--- config.mk ---
export PLATFORM = sky130hd
export DESIGN_NAME = proc_sequencer
export DESIGN_NICKNAME = d
export VERILOG_FILES = /design/src/rtl/proc_sequencer.sv
export SDC_FILE = /design/constraint.sdc
export NUM_CORES = 1
export LEC_CHECK = 0
export ABC_AREA = 1
export CORE_ASPECT_RATIO = 1.75
export CORE_MARGIN = 1
export CORE_UTILIZATION = 50
export DETAILED_ROUTE_END_ITERATION = 12
export PLACE_DENSITY = 0.82
export SYNTH_ARGS = -nofsm -noshare
export SYNTH_HDL_FRONTEND = slang
export SYNTH_SLANG_ARGS = --single-unit
--- constraint.sdc ---
create_clock -name clock -period 7.9 [get_ports clock]
set_clock_uncertainty 0.1 [all_clocks]
set_input_delay 1.58 -clock clock [delete_from_list [all_inputs] [get_ports clock]]
set_output_delay 1.58 -clock clock [all_outputs]
set_load 0.005 [all_outputs]
--- src/rtl/proc_sequencer.sv ---
// proc_sequencer: multi-cycle fetch/latch/exec/wb control and instruction RAM port arbiter for Processor Z.
// Latency 3+RAM_LATENCY cycles per instruction; no backpressure, working=0 aborts to IDLE.
module proc_sequencer #(
    parameter int         RAM_LATENCY = 1,
    parameter logic [8:0] PC_RESET    = 9'h000
) (
    input  logic        clock,
    input  logic        reset,
    input  logic        working,
    input  logic [8:0]  ext_addr,
    input  logic        ext_wr,
    input  logic [31:0] ext_wdata,
    output logic [8:0]  mem_addr,
    output logic        mem_wr,
    output logic [31:0] mem_wdata,
    output logic        mem_rd,
    input  logic [31:0] mem_rdata,
    output logic [3:0]  srcA,
    output logic [3:0]  srcB,
    input  logic [31:0] valA,
    input  logic [31:0] valB,
    output logic [3:0]  dstE,
    output logic [31:0] valE,
    output logic [8:0]  pc,
    output logic [2:0]  state,
    output logic        halted,
    output logic        err
);

    typedef enum logic [2:0] {
        S_IDLE  = 3'd0,
        S_FETCH = 3'd1,
        S_WAIT  = 3'd2,
        S_LATCH = 3'd3,
        S_EXEC  = 3'd4,
        S_WB    = 3'd5,
        S_HALT  = 3'd6,
        S_ERR   = 3'd7
    } state_t;

    localparam int WAIT_LAST = (RAM_LATENCY > 1) ? RAM_LATENCY - 2 : 0;

    state_t      st;
    logic [8:0]  pc_r;
    logic [8:0]  npc_r;
    logic [31:0] ir;
    logic        zf;
    logic        sf;
    logic        setf_r;
    logic        zf_n;
    logic        sf_n;
    logic [3:0]  dst_r;
    logic [31:0] val_r;
    logic        halted_r;
    logic        err_r;
    logic [1:0]  wait_cnt;

    logic [3:0]  icode;
    logic [3:0]  ifun;
    logic [3:0]  ra;
    logic [3:0]  rb;
    logic [15:0] valc;
    logic [8:0]  pc_inc;

    logic [3:0]  ex_dst;
    logic [31:0] ex_val;
    logic [8:0]  ex_npc;
    logic        ex_setf;
    logic        ex_zf;
    logic        ex_sf;
    logic        ex_halt;
    logic        ex_ill;
    logic [31:0] alu;
    logic        taken;

    assign icode  = ir[31:28];
    assign ifun   = ir[27:24];
    assign ra     = ir[23:20];
    assign rb     = ir[19:16];
    assign valc   = ir[15:0];
    assign pc_inc = pc_r + 9'd1;

    // The loader owns the RAM port only while idle.
    assign mem_addr  = (st == S_IDLE) ? ext_addr : pc_r;
    assign mem_wr    = (st == S_IDLE) && ext_wr;
    assign mem_wdata = (st == S_IDLE) ? ext_wdata : 32'h0;
    assign mem_rd    = (st == S_FETCH);

    assign srcA   = ra;
    assign srcB   = rb;
    assign dstE   = (working && !reset) ? dst_r : 4'hF;
    assign valE   = val_r;
    assign pc     = pc_r;
    assign state  = st;
    assign halted = halted_r;
    assign err    = err_r;

    always_comb begin
        ex_dst  = 4'hF;
        ex_val  = 32'h0;
        ex_npc  = pc_inc;
        ex_setf = 1'b0;
        ex_halt = 1'b0;
        ex_ill  = 1'b0;
        alu     = 32'h0;
        taken   = 1'b0;
        case (icode)
            4'h0: begin
                if (ifun == 4'h0) ex_halt = 1'b1;
                else              ex_ill  = 1'b1;
            end
            4'hF: ex_dst = 4'hF;
            4'h1: begin
                if (ifun == 4'h0 && !rb[3]) begin
                    ex_dst = rb;
                    ex_val = {16'h0, valc};
                end else begin
                    ex_ill = 1'b1;
                end
            end
            4'h2: begin
                if (ifun == 4'h0 && !ra[3] && !rb[3]) begin
                    ex_dst = rb;
                    ex_val = valA;
                end else begin
                    ex_ill = 1'b1;
                end
            end
            4'h6: begin
                if (ifun[3:2] == 2'b00 && !ra[3] && !rb[3]) begin
                    case (ifun[1:0])
                        2'd0:    alu = valB + valA;
                        2'd1:    alu = valB - valA;
                        2'd2:    alu = valB & valA;
                        default: alu = valB ^ valA;
                    endcase
                    ex_dst  = rb;
                    ex_val  = alu;
                    ex_setf = 1'b1;
                end else begin
                    ex_ill = 1'b1;
                end
            end
            4'h7: begin
                if (ifun[3:2] == 2'b00) begin
                    case (ifun[1:0])
                        2'd0:    taken = 1'b1;
                        2'd1:    taken = zf;
                        2'd2:    taken = !zf;
                        default: taken = sf;
                    endcase
                    if (taken) ex_npc = valc[8:0];
                end else begin
                    ex_ill = 1'b1;
                end
            end
            default: ex_ill = 1'b1;
        endcase
        ex_zf = (alu == 32'h0);
        ex_sf = alu[31];
    end

    always_ff @(posedge clock) begin
        if (reset) begin
            st       <= S_IDLE;
            pc_r     <= PC_RESET;
            npc_r    <= PC_RESET;
            ir       <= 32'h0;
            zf       <= 1'b0;
            sf       <= 1'b0;
            setf_r   <= 1'b0;
            zf_n     <= 1'b0;
            sf_n     <= 1'b0;
            dst_r    <= 4'hF;
            val_r    <= 32'h0;
            halted_r <= 1'b0;
            err_r    <= 1'b0;
            wait_cnt <= 2'd0;
        end else begin
            case (st)
                S_IDLE: begin
                    dst_r <= 4'hF;
                    if (working) st <= S_FETCH;
                end
                S_FETCH: begin
                    wait_cnt <= 2'd0;
                    if (!working)             st <= S_IDLE;
                    else if (RAM_LATENCY > 1) st <= S_WAIT;
                    else                      st <= S_LATCH;
                end
                S_WAIT: begin
                    if (!working)                       st <= S_IDLE;
                    else if (wait_cnt == 2'(WAIT_LAST)) st <= S_LATCH;
                    else                                wait_cnt <= wait_cnt + 2'd1;
                end
                S_LATCH: begin
                    if (!working) begin
                        st <= S_IDLE;
                    end else begin
                        ir <= mem_rdata;
                        st <= S_EXEC;
                    end
                end
                S_EXEC: begin
                    if (!working) begin
                        st <= S_IDLE;
                    end else if (ex_halt) begin
                        st       <= S_HALT;
                        halted_r <= 1'b1;
                    end else if (ex_ill) begin
                        st    <= S_ERR;
                        err_r <= 1'b1;
                    end else begin
                        dst_r  <= ex_dst;
                        val_r  <= ex_val;
                        npc_r  <= ex_npc;
                        setf_r <= ex_setf;
                        zf_n   <= ex_zf;
                        sf_n   <= ex_sf;
                        st     <= S_WB;
                    end
                end
                S_WB: begin
                    // Flags and PC commit together with the regfile write, so an abort leaves both untouched.
                    dst_r <= 4'hF;
                    if (!working) begin
                        st <= S_IDLE;
                    end else begin
                        pc_r <= npc_r;
                        if (setf_r) begin
                            zf <= zf_n;
                            sf <= sf_n;
                        end
                        st <= S_FETCH;
                    end
                end
                default: begin
                    if (!working) begin
                        st       <= S_IDLE;
                        pc_r     <= PC_RESET;
                        halted_r <= 1'b0;
                        err_r    <= 1'b0;
                        zf       <= 1'b0;
                        sf       <= 1'b0;
                    end
                end
            endcase
        end
    end

endmodule

==> run metrics, run 1 <==
antenna fix cells=0; main flop type after synthesis=dfxtp_1; fmax=166 MHz; unrepaired setup endpoints after global routing=no; Synth top cells by count=361 x nand2_1, 248 x inv_1, 185 x nor2_1, 120 x a21oi_1, 107 x o21ai_0; Top Family by Delay on Critical Path=simple AND/OR/NAND/NOR gates; CTS buffer count=9; critical path capture point type=flip-flop; Clk pin slew, worst setup/hold paths=~0.06 ns; PortBufs=about 240; min setup slack post-route=1.86 ns; highest routed layer=met4; MaxCap Viol Count=0; Crit Path Max Fanout=5; Seq/Total Area, Yosys=22.0%; Detailed Place HPWL=29.3 mm; cell area after layout=around 12,000 sq um; async set-reset flop share out of synthesis=0%; Pins Over Slew Limit=0; chip height=between 150 and 200 microns; Hold Fails Final Rpt=0; period utilization=76.4%; flip-flop and latch area=~2000 sq um; minimum clock period=between 6 and 7 ns; relative slew slack=between 30% and 40%; Critical Path Sink=zf_n; htree depth=3; Fillers=~1,700; Post-CTS Resized=0; total clock sinks=roughly 100; Hold Path Class=reg -> reg; Syn Area/Cell=between 5 and 6 sq um; Top cell by count, worst path=nor2_1; post-synthesis cell count=roughly 1,500; Layout Utilization=roughly two thirds; syn_nets=1,733; worst-margin pin slew=0.956 ns; reg-to-reg slack, setup=about 3 ns; global-route wire length before repair=approximately 55 mm; Finished Layout Cells=approximately 2,000; Post-DP Area=roughly 11,000 sq um; vias in the first global route=approximately 11,000; initial antenna violation count=0; GPL Wtd Cong=about 1.1; slowest CP cell=clkdlybuf4s50_1; Via density=~5.6; VDD IR-drop max=~0.11 mV; root buffer cell=clkbuf_16; Site Rows=64; CP Data Arrival Time=between 6 and 7 ns; Post-CTS Setup Bufs=0; Initial Util=roughly 50%; Overflow after GRT=0; top-area cell type share of the netlist area=~22%; WP data required=slightly above 8 ns; Buf/Inv on CP=3; outcome=complete, no violations; worst reg2reg endpoint=zf_n; Pleak=~5.6 nW; largest net degree at the start of global routing=between 60 and 70; met1 WL=~12 mm; worst reg2reg path depth=21; FF+latch count, synth=~100; core area=17,500 sq um; gr usage total=approximately 40%; drt wl/cell=between 15 and 20 microns; share of cells above drive strength 1=under 10%; HP Start=ir[14]; CTS tree=built; DRC=0; I/O pin count=242; CP peak stage delay=0.46 ns; area of the mapped netlist=~8900 sq um; reg2reg start=ir[24]; P&R area growth vs syn=31.4%; CTS max path bufs=2; Startpoint Class=input port; Setup TNS=0 ns; area of the multi-input gates=around 5700 sq um; CP Class=in -> reg; Yosys top cell by area=dfxtp_1; post-synth cell types=around 40; Placed Cells=around 2,000; met3 wire length=roughly 2.7 mm; Setup WS pre-CTS=between 1.5 and 2 ns; vias after detailed routing=11,000; nets=between 1,500 and 2,000; DR WL met2=17.9 mm; Skew-Pair Late Insertion Delay=0.34 ns; full die area=between 15,000 and 20,000 sq um; final WL=about 36 mm; critical path depth=27; cts hold-fix bufs=0; EDFF count, synth=0; CP Launch Point=valA[0]; top post-synthesis cells by area=dfxtp_1 22%, nand2_1 15%, inv_1 10%; Ys Warns=0; Routed Antenna Nets=0; Detailed Routing Iterations Pass 1=7; die span in x=between 100 and 150 microns; pwr/cell area=123 nW/um^2; First DRT Iteration DRCs=660; setup violators final=0; most common cell in the synthesized netlist=nand2_1
worst min-delay path by stage:
stage                  end  cells past startpoint
floorplan           ir[12]                      2
finish              ir[14]                      2
global placement    ir[14]                      2
CTS                 ir[14]                      2
global route        ir[14]                      2
detailed placement  ir[14]                      2
power by group:
part	total (mW)	leakage (nW)	internal, mW	switching (mW)
clock	0.459	0.152	0.272	0.187
sequential	0.501	0.790	0.498	0.00315
combinational	0.487	4.65	0.212	0.275
worst min-delay path, delay by kind of cell, from the launching register on:
| family | cells | cell delay (ns) |
|---|---|---|
| AOI/OAI and AO/OA | 1 | 0.05 |
| buffers and inverters | 1 | 0.06 |
| DFF | 1 | 0.30 |
layer usage:
layer	vias up	GRT usage, %
met3	181	6.08
met4	0	36.2
li1	5316	-
met1	4933	37.7
met2	538	71.0
met5	-	0
per-stage QoR:
stage,hold WS [ns],power (mW)
2_1_floorplan,0.325,0.771
3_3_place_gp,0.341,0.987
3_5_place_dp,0.345,0.992
4_1_cts,0.354,1.44
5_1_grt,0.376,1.53
6_report,0.357,1.45
cell families after synthesis:
logic type / share of synthesized area (%)
XOR/XNOR: 3.23
buffers and inverters: 13.9
adder cells (fa/ha/maj): 9.75
AND/OR/NAND/NOR: 32.4
AO/OA/AOI/OAI: 18.7
flip-flops: 22.0
layout by cell type (no fill, tap or decap), types with 6 or more instances in the layout:
cell type / synthesis / layout
o21ai_0: 107 / 107
nor3_1: 19 / 19
o22ai_1: 34 / 34
nand3b_1: 8 / 8
a31oi_1: 7 / 7
dfxtp_1: 98 / 98
o221ai_1: 8 / 8
buf_4: 8 / 10
ha_1: 68 / 68
clkdlybuf4s50_1: 0 / 240
clkbuf_16: 0 / 9
inv_1: 248 / 248
xor2_1: 31 / 31
nand2_1: 361 / 361
a21oi_1: 120 / 119
inv_2: 6 / 6
a211oi_1: 16 / 16
nor2_1: 185 / 185
nand3_1: 102 / 102
nand4_1: 19 / 19
area by class of cell:
class / count / area share [%]
tap: 231 / 2.46
multi-input combinational: 1109 / 48.9
inverter: 255 / 8.15
sequential: 98 / 16.7
timing repair buffer: 251 / 21.1
clock buffer: 13 / 2.30
clock inverter: 3 / 0.394
registers in the layout (all words and copies together) (netlist names):
register / count
dst_r: 4
zf: 1
setf_r: 1
npc_r: 9
sf: 1
pc: 9
valE: 32
err: 1
state: 3
zf_n: 1
sf_n: 1
wait_cnt: 2
halted: 1
ir: 32
Power figures use the tool's default switching activity.
==> run 2: changes to the inputs <==
- CORE_UTILIZATION: 50 -> 45
- PLACE_DENSITY: 0.82 -> 0.78
- clock period: 7.9 -> 4.96 ns (I/O delays scaled with it)
==> run metrics, run 2 (synthesis gave the netlist of run 1 again) <==
outcome=complete, no violations; worst-margin pin slew=0.940 ns (-0.0166 ns); Hold Path Class=reg -> reg; CTS max path bufs=2 (unchanged); CTS tree=built; Fillers=1,845 (+12%); global-route wire length before repair=58.1 mm (+6.2%); root buffer cell=clkbuf_16; DRC=0 (unchanged); share of cells above drive strength 1=10.1% (+7.7 points); Post-DP Area=12,300 sq um (+7.3%); WP data required=5.13 ns (-2.94 ns); gr usage total=37.5% (-2.0 points); P&R area growth vs syn=42.5%; unrepaired setup endpoints after global routing=no; CP Launch Point=valA[4]; GPL Wtd Cong=1.01 (-8.9%); largest net degree at the start of global routing=61 (unchanged); CP Data Arrival Time=4.87 ns (-1.34 ns); core area=19,300 sq um (+10%); Hold Fails Final Rpt=0 (unchanged); Detailed Place HPWL=32.0 mm (+9.2%); area of the multi-input gates=5870 sq um (+2.2%); VDD IR-drop max=0.214 mV (+94%); critical path capture point type=flip-flop; First DRT Iteration DRCs=559 (-15%); HP Start=ir[14]; slowest CP cell=clkdlybuf4s50_1; cts hold-fix bufs=0 (unchanged); cell area after layout=12,700 sq um (+8.4%); full die area=20,400 sq um (+11%); Via density=5.44 (-2.8%); final WL=38.3 mm (+7.1%); worst reg2reg path depth=21 (unchanged); Initial Util=46.3% (-4.8 points); Critical Path Sink=zf_n; CP Class=in -> reg; Overflow after GRT=0 (unchanged); Clk pin slew, worst setup/hold paths=0.07 ns (about the same); Crit Path Max Fanout=3 (-2); Skew-Pair Late Insertion Delay=0.35 ns (about the same); PortBufs=241 (unchanged); vias in the first global route=11,100 (+3.9%); htree depth=3 (unchanged); flip-flop and latch area=1960 sq um (unchanged); Pins Over Slew Limit=0 (unchanged); Placed Cells=2,064 (+6.2%); period utilization=about 95%; CP peak stage delay=0.43 ns (-0.03 ns); reg-to-reg slack, setup=1.32 ns (-1.74 ns); drt wl/cell=18.4 microns (+0.59%); I/O pin count=242 (unchanged); most common cell after layout, fill and taps aside=nand2_1; Finished Layout Cells=2,086 (+6.4%); chip height=188 microns (+5.3%); fmax=around 210 MHz; setup violators final=0 (unchanged); Startpoint Class=input port; nets=2,049 (+5.9%); Top cell by count, worst path=nor2_1; commonest non-fill, non-tap cells in the layout=355 x nand2_1, 246 x inv_1, 238 x clkdlybuf4s50_1; Site Rows=67 (+4.7%); relative slew slack=37.2% (+1.0 points); CTS buffer count=9 (unchanged); minimum clock period=roughly 4.7 ns; Routed Antenna Nets=0 (unchanged); MaxCap Viol Count=0 (unchanged); reg2reg start=ir[25]; die span in x=109 microns (+5.3%); initial antenna violation count=1 (+1); vias after detailed routing=11,300 (+3.4%); total clock sinks=98 (unchanged); Pleak=6.17 nW (+10%); pwr/cell area=187 nW/um^2 (+52%); worst reg2reg endpoint=zf_n; Detailed Routing Iterations Pass 1=5 (-2)
run 2: changes by cell type in the layout (fill, tap and decap cells not counted), moves of 5 or more:
cell and delta:
nor3_1 -7, a21oi_2 +7, nand2_2 +6, nand2_1 -6
nor3_2 +5, a21oi_1 -7, buf_4 +115
run 2: timing repair:
| action | CTS | global route |
|---|---|---|
| gates resized for setup | 1 | 37 |
| hold endpoints to repair | 0 | 0 |
| buffers inserted | 0 | 5 |
| setup endpoints to repair | 1 | 12 |
| pin swaps | 0 | 7 |
run 2: final cells by class:
cell class	instances	area share [%]
Sequential cell	98	15.4
Antenna cell	1	0.0197
Tap cell	241	2.37
Clock buffer	9	1.77
Clock inverter	7	0.511
Inverter	255	7.52
Multi-Input combinational cell	1109	46.1
Timing Repair Buffer	366	26.3
run 2: routing by layer:
layer | vias up | part of all wire [%] | global-route usage [%]
met5 | - | 0 | 0
met4 | 0 | 9.1 | 30.5
met3 | 143 | 5.3 | 2.94
met2 | 483 | 52 | 69.7
met1 | 5160 | 34 | 36.8
li1 | 5555 | - | -
run 2: worst min path at each step:
| stage | end | slack, ns | cells after the start |
|---|---|---|---|
| 2_1_floorplan | ir[12] | 0.32 | 2 |
| 3_3_place_gp | ir[12] | 0.34 | 2 |
| 3_5_place_dp | ir[14] | 0.35 | 2 |
| 4_1_cts | ir[14] | 0.36 | 2 |
| 5_1_grt | ir[15] | 0.38 | 2 |
| 6_report | ir[14] | 0.36 | 2 |
run 2: critical path: cells and delay by family:
family,cells,cell delay [ns]
compound gates,2,0.22
xor+xnor,1,0.15
fa+ha+maj,1,0.33
buf+inv,5,0.93
simple gates,17,2.23
run 2: through the flow:
| step | total power, mW | hold slack, ns | TNS, ns | utilization, % | worst slack, ns |
|---|---|---|---|---|---|
| detailed placement | 1.68 | 0.349 | -2.22 | 63.6 | -0.379 |
| global placement | 1.67 | 0.339 | -1.16 | 63.6 | -0.256 |
| global route | 2.51 | 0.376 | 0 | 66.0 | 0.0393 |
| floorplan | 1.23 | 0.325 | 0 | - | 0.859 |
| CTS | 2.36 | 0.359 | 0 | 65.1 | 0.0160 |
| finish | 2.38 | 0.360 | 0 | 66.0 | 0.267 |
run 2: power breakdown:
| group | switching [mW] | total (mW) | internal (mW) |
|---|---|---|---|
| clock network | 0.341 | 0.696 | 0.355 |
| logic | 0.474 | 0.888 | 0.415 |
| registers | 0.00565 | 0.798 | 0.792 |
| total | 0.820 | 2.38 | 1.56 |
